$ cat config.mk
export PLATFORM = sky130hd
export DESIGN_NAME = ram_arbiter
export DESIGN_NICKNAME = d
export VERILOG_FILES = /design/src/rtl/ram_arbiter_pkg.sv /design/src/rtl/ram_arbiter_burst_sequencer.sv /design/src/rtl/ram_arbiter.sv
export SDC_FILE = /design/constraint.sdc
export NUM_CORES = 1
export LEC_CHECK = 0
export CAP_MARGIN = 10
export CORE_MARGIN = 3
export CORE_UTILIZATION = 37
export CTS_CLUSTER_DIAMETER = 30
export DETAILED_ROUTE_END_ITERATION = 16
export PLACE_DENSITY = 0.74
export SETUP_SLACK_MARGIN = 0.15
export SKIP_CTS_REPAIR_TIMING = 1
export SLEW_MARGIN = 20
export SYNTH_ARGS = -nofsm -noshare
export SYNTH_HDL_FRONTEND = slang
export SYNTH_SLANG_ARGS = --single-unit
export TNS_END_PERCENT = 1
$ cat constraint.sdc
create_clock -name clock -period 1.7 [get_ports clock]
set_input_delay 0.17 -clock clock [delete_from_list [all_inputs] [get_ports clock]]
set_output_delay 0.17 -clock clock [all_outputs]
set_load 0.01 [all_outputs]
$ cat src/rtl/ram_arbiter_pkg.sv
// Shared encodings and default sizes for the CPU/video RAM arbiter.
package ram_arbiter_pkg;

    localparam int DEF_DATA_WIDTH = 16;
    localparam int DEF_ADDR_WIDTH = 9;
    localparam int DEF_BURST_LEN  = 8;
    localparam int DEF_MAX_WAIT   = 4;

    typedef enum logic [1:0] {
        ST_IDLE  = 2'd0,
        ST_BURST = 2'd1,
        ST_DRAIN = 2'd2
    } arb_state_t;

    typedef enum logic [1:0] {
        OWN_NONE = 2'd0,
        OWN_CPU  = 2'd1,
        OWN_VID  = 2'd2
    } owner_t;

    function automatic logic [15:0] sat_inc16(input logic [15:0] value);
        return (value == 16'hFFFF) ? value : value + 16'd1;
    endfunction

endpackage

$ cat src/rtl/ram_arbiter_burst_sequencer.sv
// Video burst sequencer: address counter, beat counter and last-beat flag.
module ram_arbiter_burst_sequencer
    import ram_arbiter_pkg::*;
#(
    parameter int ADDR_WIDTH = DEF_ADDR_WIDTH,
    parameter int BURST_LEN  = DEF_BURST_LEN
) (
    input  logic                  clock,
    input  logic                  reset_n,
    input  logic                  load,
    input  logic [ADDR_WIDTH-1:0] load_addr,
    input  logic                  advance,
    output logic [ADDR_WIDTH-1:0] addr,
    output logic                  last
);

    localparam int BEAT_W = (BURST_LEN > 1) ? $clog2(BURST_LEN) : 1;

    logic [BEAT_W-1:0] beat;

    // NOTE: sequential state uses non-blocking assignments so every register samples pre-edge values.
    always_ff @(posedge clock or negedge reset_n) begin
        if (!reset_n) begin
            addr <= '0;
            beat <= '0;
        end else if (load) begin
            addr <= load_addr;
            beat <= '0;
        end else if (advance) begin
            addr <= addr + 1'b1;
            beat <= last ? '0 : beat + 1'b1;
        end
    end

    assign last = (beat == BEAT_W'(BURST_LEN - 1));

endmodule

$ cat src/rtl/ram_arbiter.sv
// Single-port RAM arbiter between CPU accesses and video read bursts.
// Optional statistics counters are enabled with the ARB_STATS_EN macro.
module ram_arbiter
    import ram_arbiter_pkg::*;
#(
    parameter int DATA_WIDTH = DEF_DATA_WIDTH,
    parameter int ADDR_WIDTH = DEF_ADDR_WIDTH,
    parameter int BURST_LEN  = DEF_BURST_LEN,
    parameter int MAX_WAIT   = DEF_MAX_WAIT
) (
    input  logic                  clock,
    input  logic                  reset_n,
    input  logic                  cpu_req,
    input  logic                  cpu_we,
    input  logic [ADDR_WIDTH-1:0] cpu_addr,
    input  logic [DATA_WIDTH-1:0] cpu_wdata,
    output logic                  cpu_gnt,
    output logic                  cpu_rvalid,
    output logic [DATA_WIDTH-1:0] cpu_rdata,
    input  logic                  vid_req,
    input  logic [ADDR_WIDTH-1:0] vid_addr,
    output logic                  vid_start,
    output logic                  vid_rvalid,
    output logic [DATA_WIDTH-1:0] vid_rdata,
    output logic                  vid_done,
`ifdef ARB_STATS_EN
    output logic [15:0]           stat_cpu_wait,
    output logic [15:0]           stat_preempt,
`endif
    output logic [ADDR_WIDTH-1:0] mem_addr,
    output logic                  mem_write,
    output logic [DATA_WIDTH-1:0] mem_wdata,
    input  logic [DATA_WIDTH-1:0] mem_rdata
);

    localparam logic [3:0] WAIT_MAX = 4'(MAX_WAIT);

    arb_state_t            state_q, state_d;
    owner_t                rd_owner_q, rd_owner_d;
    logic [3:0]            wait_q, wait_d;
    logic                  seq_load, beat_issue, blocked;
    logic [ADDR_WIDTH-1:0] seq_addr;
    logic                  seq_last;
    logic                  last_q;
    logic [DATA_WIDTH-1:0] cpu_hold_q, vid_hold_q;

    ram_arbiter_burst_sequencer #(
        .ADDR_WIDTH(ADDR_WIDTH),
        .BURST_LEN (BURST_LEN)
    ) u_seq (
        .clock    (clock),
        .reset_n  (reset_n),
        .load     (seq_load),
        .load_addr(vid_addr),
        .advance  (beat_issue),
        .addr     (seq_addr),
        .last     (seq_last)
    );

    // NOTE: every combinational output gets a default first, so no path can infer a latch.
    always_comb begin
        state_d    = state_q;
        cpu_gnt    = 1'b0;
        vid_start  = 1'b0;
        seq_load   = 1'b0;
        beat_issue = 1'b0;
        blocked    = 1'b0;
        mem_addr   = '0;
        mem_write  = 1'b0;
        mem_wdata  = '0;

        case (state_q)
            ST_IDLE: begin
                if (cpu_req) begin
                    cpu_gnt = 1'b1;
                end else if (vid_req) begin
                    vid_start = 1'b1;
                    seq_load  = 1'b1;
                    state_d   = ST_BURST;
                end
            end
            ST_BURST: begin
                // A CPU blocked for MAX_WAIT cycles steals this beat slot.
                if (cpu_req && wait_q == WAIT_MAX) begin
                    cpu_gnt = 1'b1;
                end else begin
                    beat_issue = 1'b1;
                    blocked    = cpu_req;
                    if (seq_last) state_d = ST_DRAIN;
                end
            end
            ST_DRAIN: begin
                cpu_gnt = cpu_req;
                state_d = ST_IDLE;
            end
            default: state_d = ST_IDLE;
        endcase

        if (cpu_gnt) begin
            mem_addr  = cpu_addr;
            mem_write = cpu_we;
            mem_wdata = cpu_wdata;
        end else if (beat_issue) begin
            mem_addr = seq_addr;
        end

        wait_d = '0;
        if (blocked) wait_d = (wait_q == WAIT_MAX) ? wait_q : wait_q + 4'd1;

        rd_owner_d = OWN_NONE;
        if (cpu_gnt && !cpu_we) rd_owner_d = OWN_CPU;
        else if (beat_issue)    rd_owner_d = OWN_VID;
    end

    always_ff @(posedge clock or negedge reset_n) begin
        if (!reset_n) begin
            state_q    <= ST_IDLE;
            rd_owner_q <= OWN_NONE;
            wait_q     <= '0;
            last_q     <= 1'b0;
            cpu_hold_q <= '0;
            vid_hold_q <= '0;
        end else begin
            state_q    <= state_d;
            rd_owner_q <= rd_owner_d;
            wait_q     <= wait_d;
            last_q     <= beat_issue && seq_last;
            if (cpu_rvalid) cpu_hold_q <= mem_rdata;
            if (vid_rvalid) vid_hold_q <= mem_rdata;
        end
    end

    // Return data passes straight through to its owner; the other side keeps its last word.
    assign cpu_rvalid = (rd_owner_q == OWN_CPU);
    assign vid_rvalid = (rd_owner_q == OWN_VID);
    assign cpu_rdata  = cpu_rvalid ? mem_rdata : cpu_hold_q;
    assign vid_rdata  = vid_rvalid ? mem_rdata : vid_hold_q;
    assign vid_done   = last_q;

`ifdef ARB_STATS_EN
    always_ff @(posedge clock or negedge reset_n) begin
        if (!reset_n) begin
            stat_cpu_wait <= '0;
            stat_preempt  <= '0;
        end else begin
            if (blocked) stat_cpu_wait <= sat_inc16(stat_cpu_wait);
            if (cpu_gnt && state_q == ST_BURST) stat_preempt <= sat_inc16(stat_preempt);
        end
    end
`endif

endmodule

Word level (Yosys, flattened, before mapping)
Index checks and enable logic that the tools add are counted.
W data, S select, Z words.
{"block": "totals", "regBits": 53, "input_bits": 55}
{"block": "op_classes", "n_addsub": 3, "n_eq_ne": 11, "mux": 30, "reduce_logical": 7}
{"op": "$mux W16", "count": 3}
{"op": "$mux W9", "count": 4}
{"op": "$mux W2", "count": 6}
{"op": "$mux W1", "count": 10}
{"op": "$ne A2 B2 Y1 const B", "count": 5}
{"op": "$add A9 B1 Y9 const B", "count": 1}
{"op": "$mux W3", "count": 3}
{"op": "$mux W4", "count": 2}
{"op": "$add A4 B1 Y4 const B", "count": 1}
{"op": "$eq A2 B1 Y1 const B", "count": 2}
{"op": "$eq A2 B2 Y1 const B", "count": 2}
{"op": "$eq A4 B3 Y1 const B", "count": 1}
{"op": "$pmux W2 S2", "count": 1}
{"op": "$reduce_and A4 Y1", "count": 1}
{"op": "$add A3 B1 Y3 const B", "count": 1}
{"op": "$eq A3 B3 Y1 const B", "count": 1}
{"op": "$logic_and A1 B1 Y1", "count": 3}
{"op": "$pmux W1 S3", "count": 1}
{"op": "$logic_not A2 Y1", "count": 1}
{"op": "$reduce_bool A2 Y1", "count": 1}
{"op": "$logic_not A1 Y1", "count": 1}

Depth between registers and ports, before layout
Gate-level depths: netlist of the first run.
{"block": "logic_depth", "ltp_word": 6, "depth_mapped": 10}

By module
Synthesis of the first run repeated with hierarchy kept, for this count alone.
{"block": "hier_totals", "cells_unflattened": 201, "hier_area_um2": 2521.2}
{"mod": "ram_arbiter", "instances": 1, "cells_each": 136, "area_each_um2": 1864.3, "seq_area_each_um2": 1026.0}
{"mod": "ram_arbiter_burst_sequencer", "instances": 1, "cells_each": 65, "area_each_um2": 656.9, "seq_area_each_um2": 300.3}

Worst setup path after synthesis of the first run
Ideal clock, no wire load.
{"block": "synth_timing", "path_kind": "register -> output", "start": "reg wait_q[0]", "end": "out mem_addr[3]", "arrival_ps": 1671, "t_required_ps": 1530, "path_slack_ps": -141, "stages_incl_launch_ff": 10, "n_path_buf": 3, "path_cell_list": "dfrtp_1 inv_1 ha_1 and4b_1 buf_6 or2_1 buf_6 inv_2 buf_4 a22o_1"}
{"block": "synth_between", "elab_chain_cells": 6}
{"element": "start: declaration", "line_no": "ram_arbiter.sv:40", "source": "logic [3:0] wait_q, wait_d;"}
{"element": "start signal: assignment", "line_no": "ram_arbiter.sv:126", "source": "wait_q <= wait_d;"}
{"element": "$eq A4 B3 Y1 *", "line_no": "ram_arbiter.sv:84", "source": "if (cpu_req && wait_q == WAIT_MAX) begin"}
{"element": "$logic_and A1 B1 Y1 *", "line_no": "ram_arbiter.sv:84"}
{"element": "$mux W1", "line_no": "ram_arbiter.sv:84"}
{"element": "$mux W1", "line_no": "ram_arbiter.sv:72", "source": "case (state_q)"}
{"element": "$mux W9", "line_no": "ram_arbiter.sv:103", "source": "end else if (beat_issue) begin"}
{"element": "$mux W9 *", "line_no": "ram_arbiter.sv:99", "source": "if (cpu_gnt) begin"}
{"element": "end: declaration", "line_no": "ram_arbiter.sv:30", "source": "output logic [ADDR_WIDTH-1:0] mem_addr,"}
Every way passes the cells marked *; elsewhere a longest branch is shown, timed or not.

Worst setup path after layout of the first run
{"block": "layout_timing", "start": "reg wait_q[1]", "end": "out mem_addr[4]"}
Same word-level chain as after synthesis.

==> results.md, run 1 <==
* Fill cells at 529
* Total congestion overflow at 0
* Critical Path RT at 1530 ps
* Number of top-level pins at 118
* Reg2reg path depth at 8
* Placeable core region at 6390 um2
* Mapped Avg Cell Area at 11.8 um2
* Worst Path Class, Setup: flip-flop to output pin
* Max Fclk at 0.507 GHz
* RSZ-0062 raised after global routing: yes
* Clk buf depth at 2
* Chip height at 87.6 um
* Post-route clock period utilization at 116%
* Final Wtd Congestion at 0.786
* Final setup fails at 36
* Clock transition at the registers of the reported paths at 100 ps
* Post-synthesis net count at 269
* Critical Path Source Type: flip-flop
* Mapped Cells at 209
* Pins Over Slew Limit at 0
* Count of nets after finishing at 411
* Number of register bits inferred by synthesis at 53
* Count of different cell masters after synthesis at 36
* Maximum level of the CTS H-tree at 2
* First-pass GRT wire length at 9720 um
* Number of hold violations in the final report at 0
* Starting utilization of the core area at 38.5%
* Placed cells at 414
* Clock tree from TritonCTS: done
* HPWL after DPL at 4810 um
* Post-Synthesis Cell Area at 2460 um2
* Yosys warns at 0
* Worst supply voltage drop on vdd at 844 uV
* Clock latency of the later-clocked register in the worst-skew pair at 300 ps
* Post-route setup TNS at -6820 ps
* Category of the worst setup path capture point: output pin
* List of cells traversed by the critical path: inv_1 -> ha_2 -> nand3b_1 -> o21ai_2 -> and2_4 -> buf_12 -> a22o_1 -> buf_2
* Status: complete, but fails checks
* TritonCTS Buffers at 5
* Headroom to the max-slew limit at 81.3%
* Global-route usage over all layers at 15.9%
* Detailed Route WL at 6560 um
* Worst setup slack after layout at -274 ps
* Final design instance area without fill at 3970 um2
* Chip Width at 87.6 um
* Share of synthesized area occupied by flip-flops and latches at 53.9%
* Area delta synth->final at 61.2%
* Vias in the first global route at 2063
* Sum of internal, switching and leakage power at 6450 uW
* Number of vias per cell at 4.93
* Number of DRC markers in iteration 0 at 45
* # Max-Cap Violations at 0
* Power density over cell area at 1620 nW/um2
* Average wire per standard cell at 15.3 um
* Max stage delay cell, worst path: dfrtp_1
* Antenna-violating nets left at 0
* Leakage at 0.00206 uW
* DRC violations left at 0
* Critical path's largest stage delay at 380 ps
* Worst path arrival time at 1800 ps
* Class of the most critical hold timing path: input port to asynchronous set/reset pin
* Die ar. at 7670 um2
* Number of buffers added on ports at 117
* # rows at 29
* Clock Root Buffer: clkbuf_8
* Violations in the final reports: setup timing
* Post-placement cell area at 3870 um2
* Post-layout min period at 1970 ps
* Number of standard cells in the layout, taps in and fillers out at 429
* Maximum fanout count along the critical path at 11
* Largest net degree at the start of global routing at 54
* Antenna violations before repair at 0
* TritonCTS sink count at 53
* Drt pass-1 iters at 4
* Share of post-route cells with drive strength above 1 at 37.5%
* Via count at 2114
* Antenna cell count at 0
* Setup skew after layout at 7.47 ps
* Transition time of the tightest slew-check pin at 281 ps
## Yosys cell counts
cell	n	area share (%)
a21oi_1	3	0.61
mux2_2	26	12
or3_1	1	0.25
and3_1	18	4.6
nor2b_1	3	0.76
inv_1	5	0.76
a22o_1	9	3.2
buf_4	1	0.31
or4b_1	1	0.41
or2_1	1	0.25
o21ai_2	1	0.36
inv_2	2	0.31
nand3b_1	2	0.61
nand3_1	4	0.81
nor4_2	1	0.51
buf_6	2	0.92
nand4b_1	2	0.71
xnor2_1	6	2.1
buf_2	5	1.0
xor2_1	1	0.36
clkbuf_1	5	0.76
nor2_1	9	1.4
nand2b_1	2	0.51
dfrtp_1	53	54
o21ai_0	1	0.20
a221o_1	2	0.81
mux2_1	6	2.7
o22ai_1	2	0.51
nand2_1	14	2.1
o21ai_1	7	1.4
nor4_1	2	0.51
and4b_1	1	0.41
a31oi_1	1	0.25
nor3_1	2	0.41
ha_1	5	2.5
and2_1	3	0.76
## flip-flops by register name, indices dropped and copies added, names as in the netlist
register / count
u_seq.beat: 3
cpu_hold_q: 16
rd_owner_q: 2
wait_q: 4
vid_done: 1
vid_hold_q: 16
state_q: 2
u_seq.addr: 9
## final cells by class
class,instances,area (um2),share of cell area [%]
clock buffer,5,68.8,1.73
tap,77,96.3,2.43
sequential,53,1330,33.5
multi-input combinational,136,1150,29.1
clock inverter,3,21.3,0.536
timing repair buffer,148,1270,31.9
inverter,7,31.3,0.788
## through the flow
stage | setup slack [ps] | util, % | hold WS, ps
2_1_floorplan | -58.1 | - | -126
3_3_place_gp | -396 | 60.6 | 185
3_5_place_dp | -435 | 60.6 | 186
4_1_cts | -656 | 62.0 | -155
5_1_grt | -419 | 62.1 | 397
6_report | -274 | 62.1 | 376
## power by group
part,switching [uW],internal (uW),leakage [uW],total [uW]
clock,411,293,0.0000445,704
sequential,288,1830,0.000640,2120
combinational,1640,1980,0.00138,3620
total,2340,4110,0.00206,6450
## logic make-up after synthesis
logic type                 synth area share (%)
muxes                                      14.6
and+or+nand+nor                            15.0
buffers and inverters                      4.07
adders and majority gates                  2.54
DFF                                        53.9
AOI/OAI and AO/OA                          7.37
xor gates and xnor gates                   2.49
## routing by layer
layer  up-vias  global-route usage, %  part of all wire [%]
met5         -                      0                     0
met4         0                   4.18                  0.88
met3         5                   3.48                   6.6
met2        67                   28.6                    49
met1      1018                   19.3                    44
li1       1024                      -                     -
## cells in the final DEF, fill, tap and decap left out, types with 3 or more instances in the layout
cell,instances
buf_4,19
buf_6,8
nor2_1,9
and3_1,18
buf_12,3
mux2_4,21
o21ai_1,6
nand3_1,4
buf_2,26
dfrtp_1,51
nand2_1,14
dlymetal6s2s_1,13
ha_1,4
clkdlybuf4s50_1,54
xnor2_1,6
inv_1,5
clkbuf_8,5
a22o_1,9
clkbuf_2,23
mux2_2,9
## worst max-delay path, delay by kind of cell (launching register included)
family	cells	cell delay [ps]
flops	1	380
compound gates	2	360
buf+inv	3	300
simple gates	2	300
fa+ha+maj	1	170
## worst paths after layout
kind                           startpoint              to  slack (ps)
setup / recovery                wait_q[1]     mem_addr[4]        -270
hold / removal                    reset_n   vid_hold_q[5]         380
setup reg to reg                wait_q[1]   u_seq.addr[7]         -80
hold reg to reg            cpu_hold_q[10]  cpu_hold_q[10]         490
max in group asynchronous         reset_n      state_q[0]        1070
min in group clock            vid_addr[4]   u_seq.addr[4]         400
(Power assumes the default switching activity.)
==> inputs of run 2 (changes only) <==
--- a/config.mk
+++ b/config.mk
@@ -10,11 +10,12 @@
 export CORE_UTILIZATION = 37
 export CTS_CLUSTER_DIAMETER = 30
 export DETAILED_ROUTE_END_ITERATION = 16
-export PLACE_DENSITY = 0.74
+export PLACE_DENSITY = 0.73
 export SETUP_SLACK_MARGIN = 0.15
 export SKIP_CTS_REPAIR_TIMING = 1
 export SLEW_MARGIN = 20
 export SYNTH_ARGS = -nofsm -noshare
 export SYNTH_HDL_FRONTEND = slang
+export SYNTH_HIERARCHICAL = 1
 export SYNTH_SLANG_ARGS = --single-unit
 export TNS_END_PERCENT = 1
==> run 2 against run 1 <==
Net effect: the run still ends with setup timing left; maximum frequency is 8.1% lower; sequential power is 3% higher; first-iteration DRC count is 42% higher; critical path depth is 2 higher; utilization is 2.0 points higher; clock skew is 3.7 ps lower; register-to-register slack worse by 370 ps; critical endpoint is now u_seq/addr[7]; hold slack better by 3.0 ps; count of clock-buffer cells in the layout is 1 higher.
==> results.md, run 2 <==
* Status: complete, but fails checks
* Violations in the final reports: setup timing
* Antenna violations before repair at 0 (unchanged)
* TritonCTS sink count at 53 (unchanged)
* Largest net degree at the start of global routing at 29 (-46%)
* Antenna cell count at 0 (unchanged)
* Number of DRC markers in iteration 0 at 64 (+42%)
* Clock latency of the later-clocked register in the worst-skew pair at 300 ps (about the same)
* Worst path arrival time at 2380 ps (+580 ps)
* Final Wtd Congestion at 0.764 (-2.8%)
* Starting utilization of the core area at 39.0% (+0.50 points)
* Cell type contributing the most total cell area after synthesis: dfrtp_1
* Global-route usage over all layers at 16.4% (+0.49 points)
* Critical Path Source Type: flip-flop
* Via count at 2093 (-0.99%)
* Commonest cells after routing, fill and taps aside: clkdlybuf4s50_1 (55), dfrtp_1 (52), buf_4 (28)
* Commonest cells in the netlist: dfrtp_1 (53), and2_1 (19), mux2_1 (18)
* DRC violations left at 0 (unchanged)
* Number of top-level pins at 118 (unchanged)
* Post-layout min period at 2150 ps (+174 ps)
* Placed cells at 412 (-0.48%)
* Max Fclk at 0.465 GHz (-8.1%)
* Headroom to the max-slew limit at 63.6% (-18 points)
* Vias in the first global route at 2080 (+0.82%)
* Post-placement cell area at 3960 um2 (+2.1%)
* Power density over cell area at 1580 nW/um2 (-3.1%)
* Fraction of registers with async set or reset after synthesis at 100% (unchanged)
* Predominant post-synthesis flop cell: dfrtp_1
* Count of different cell masters after synthesis at 35 (-2.8%)
* Mapped Cells at 201 (-3.8%)
* TritonCTS Buffers at 5 (unchanged)
* Top cell family by delay on the critical path: simple AND/OR/NAND/NOR gates
* Number of vias per cell at 4.86 (-1.5%)
* Number of register bits inferred by synthesis at 53 (unchanged)
* # Max-Cap Violations at 0 (unchanged)
* Number of standard cells in the layout, taps in and fillers out at 431 (+0.47%)
* Clock transition at the registers of the reported paths at 90 ps (about the same)
* Maximum level of the CTS H-tree at 2 (unchanged)
* Average wire per standard cell at 15.9 um (+3.7%)
* Chip Width at 88.5 um (+1.1%)
* Post-synthesis net count at 261 (-3.0%)
* Clock tree from TritonCTS: done
* Leakage at 0.00209 uW (+1.3%)
* Most frequent cell after synthesis: dfrtp_1
* Maximum fanout count along the critical path at 6 (-5)
* Drt pass-1 iters at 4 (unchanged)
* Placeable core region at 6460 um2 (+1.1%)
* Worst Path Class, Setup: flip-flop to flip-flop
* Fill cells at 533 (+0.76%)
* Yosys warns at 6 (+6)
* First-pass GRT wire length at 10200 um (+4.5%)
* Category of the worst setup path capture point: flip-flop
* Detailed Route WL at 6830 um (+4.1%)
* Worst reg2reg path endpoint: u_seq/addr[7]
* List of cells traversed by the critical path: inv_2 -> ha_4 -> and4b_2 -> nor3b_4 -> buf_4 -> buf_6 -> buf_6 -> nand4_4 -> or4_1 -> nand3_1
* HPWL after DPL at 5110 um (+6.1%)
* Clk buf depth at 2 (unchanged)
* Setup skew after layout at 3.76 ps (-3.70 ps)
* # rows at 29 (unchanged)
* Final design instance area without fill at 4140 um2 (+4.4%)
* Share of post-route cells with drive strength above 1 at 36.4% (-1.1 points)
* Share of synthesized area occupied by flip-flops and latches at 52.6% (-1.3 points)
* Leading post-synthesis cells by cell area: dfrtp_1 (53%), mux2_1 (8.0%), mux2_2 (6.3%)
* Chip height at 88.5 um (+1.1%)
* Post-Synthesis Cell Area at 2520 um2 (+2.4%)
* Critical path's largest stage delay at 430 ps (+50 ps)
* RSZ-0062 raised after global routing: yes
* Clock Root Buffer: clkbuf_8
* Number of hold violations in the final report at 0 (unchanged)
* Reg2reg path depth at 10 (+2)
* Pins Over Slew Limit at 0 (unchanged)
* Critical Path Sink: u_seq/addr[7]
* Count of nets after finishing at 414 (+0.73%)
* Largest registers in the final layout: cpu_hold_q (16), vid_hold_q (16), u_seq/addr (9)
* Worst setup startpoint: wait_q[1]
* Class of the most critical hold timing path: input port to asynchronous set/reset pin
* Transition time of the tightest slew-check pin at 547 ps (+266 ps)
* Post-route clock period utilization at 126% (+10 points)
* Cell occurring most often along the worst timing path: buf_6
* Worst supply voltage drop on vdd at 810 uV (-4.0%)
* R2R setup slack at -450 ps (-370 ps)
* Critical Path RT at 1930 ps (+400 ps)
* Most frequent standard cell in the layout excluding fill and tap cells: clkdlybuf4s50_1
* Worst setup slack after layout at -448 ps (-174 ps)
* Final Hold Slack at 379 ps (+2.98 ps)
* Area delta synth->final at 64.3%
* Antenna-violating nets left at 0 (unchanged)
* Mapped Avg Cell Area at 12.5 um2 (+6.5%)
* Beginning of the worst register-to-register path: wait_q[1]
* Combined buffer and inverter count along the critical path at 4 (+1)
* Final setup fails at 51 (+42%)
* Share of the synthesized area in the top cell type at 52.6% (-1.3 points)
* Die ar. at 7840 um2 (+2.3%)
* Number of enable flip-flop cells after synthesis at 0 (unchanged)
* Max stage delay cell, worst path: or4_1
* Critical path depth in cells at 10 (+2)
* Number of buffers added on ports at 117 (unchanged)
* Total congestion overflow at 0 (unchanged)
[run 2: cell types whose count changed after synthesis, sizes merged, moves of 4 or more]
| cell | before | now |
|---|---|---|
| and3 | 18 | 0 |
| or4 | 0 | 4 |
| mux2i | 0 | 4 |
| o21ai | 9 | 5 |
| nand4 | 0 | 4 |
| and2 | 3 | 19 |
| o211ai | 0 | 4 |
[run 2: how the worst min path moves through the flow]
stage,start,to,slack [ps],depth (start not counted)
floorplan,reset_n,cpu_hold_q[0],-130,0
global placement,reset_n,state_q[1],200,1
detailed placement,reset_n,state_q[1],200,1
CTS,reset_n,state_q[1],-140,1
global route,reset_n,wait_q[3],410,2
finish,reset_n,wait_q[3],380,2
[run 2: per-layer routing]
metal	GRT usage [%]	vias up	share of wire [%]	wire (um)
li1	-	1007	-	-
met2	28.0	86	51	3470
met3	4.75	7	7.0	480
met1	21.1	993	41	2820
met5	0	-	0	0
met4	2.88	0	0.86	59
[run 2: kinds of logic (layout without fill, tap and decap cells)]
kind of cell	Yosys count	after routing	synth area share, %
AOI/OAI and AO/OA	20	20	6.65
xor gates and xnor gates	6	6	2.08
adders and majority gates	5	5	2.48
buffers and inverters	15	168	3.62
DFF	53	53	52.6
muxes	36	36	15.9
and+or+nand+nor	66	66	16.7
[run 2: layout make-up]
class / count / area (um2) / area share, %
Clock buffer: 6 / 82.6 / 1.99
Clock inverter: 1 / 7.51 / 0.181
Inverter: 5 / 18.8 / 0.453
Multi-Input combinational cell: 133 / 1200 / 29.0
Sequential cell: 53 / 1330 / 32.1
Tap cell: 77 / 96.3 / 2.33
Timing Repair Buffer: 156 / 1410 / 34.0
[run 2: through the flow]
stage	power [uW]	utilization (%)	setup slack, ps	TNS [ps]
6_report	6520	64.1	-448	-10040
3_5_place_dp	5730	61.2	-429	-13300
5_1_grt	6990	64.1	-562	-15040
4_1_cts	6460	62.6	-753	-33070
2_1_floorplan	3890	-	-330	-1740
3_3_place_gp	5620	61.2	-355	-11770
[run 2: where the power goes]
| group | internal, uW | total, uW | switching [uW] |
|---|---|---|---|
| clock network | 323 | 710 | 388 |
| registers | 1830 | 2180 | 351 |
| logic | 2070 | 3640 | 1570 |
| total | 4210 | 6520 | 2310 |
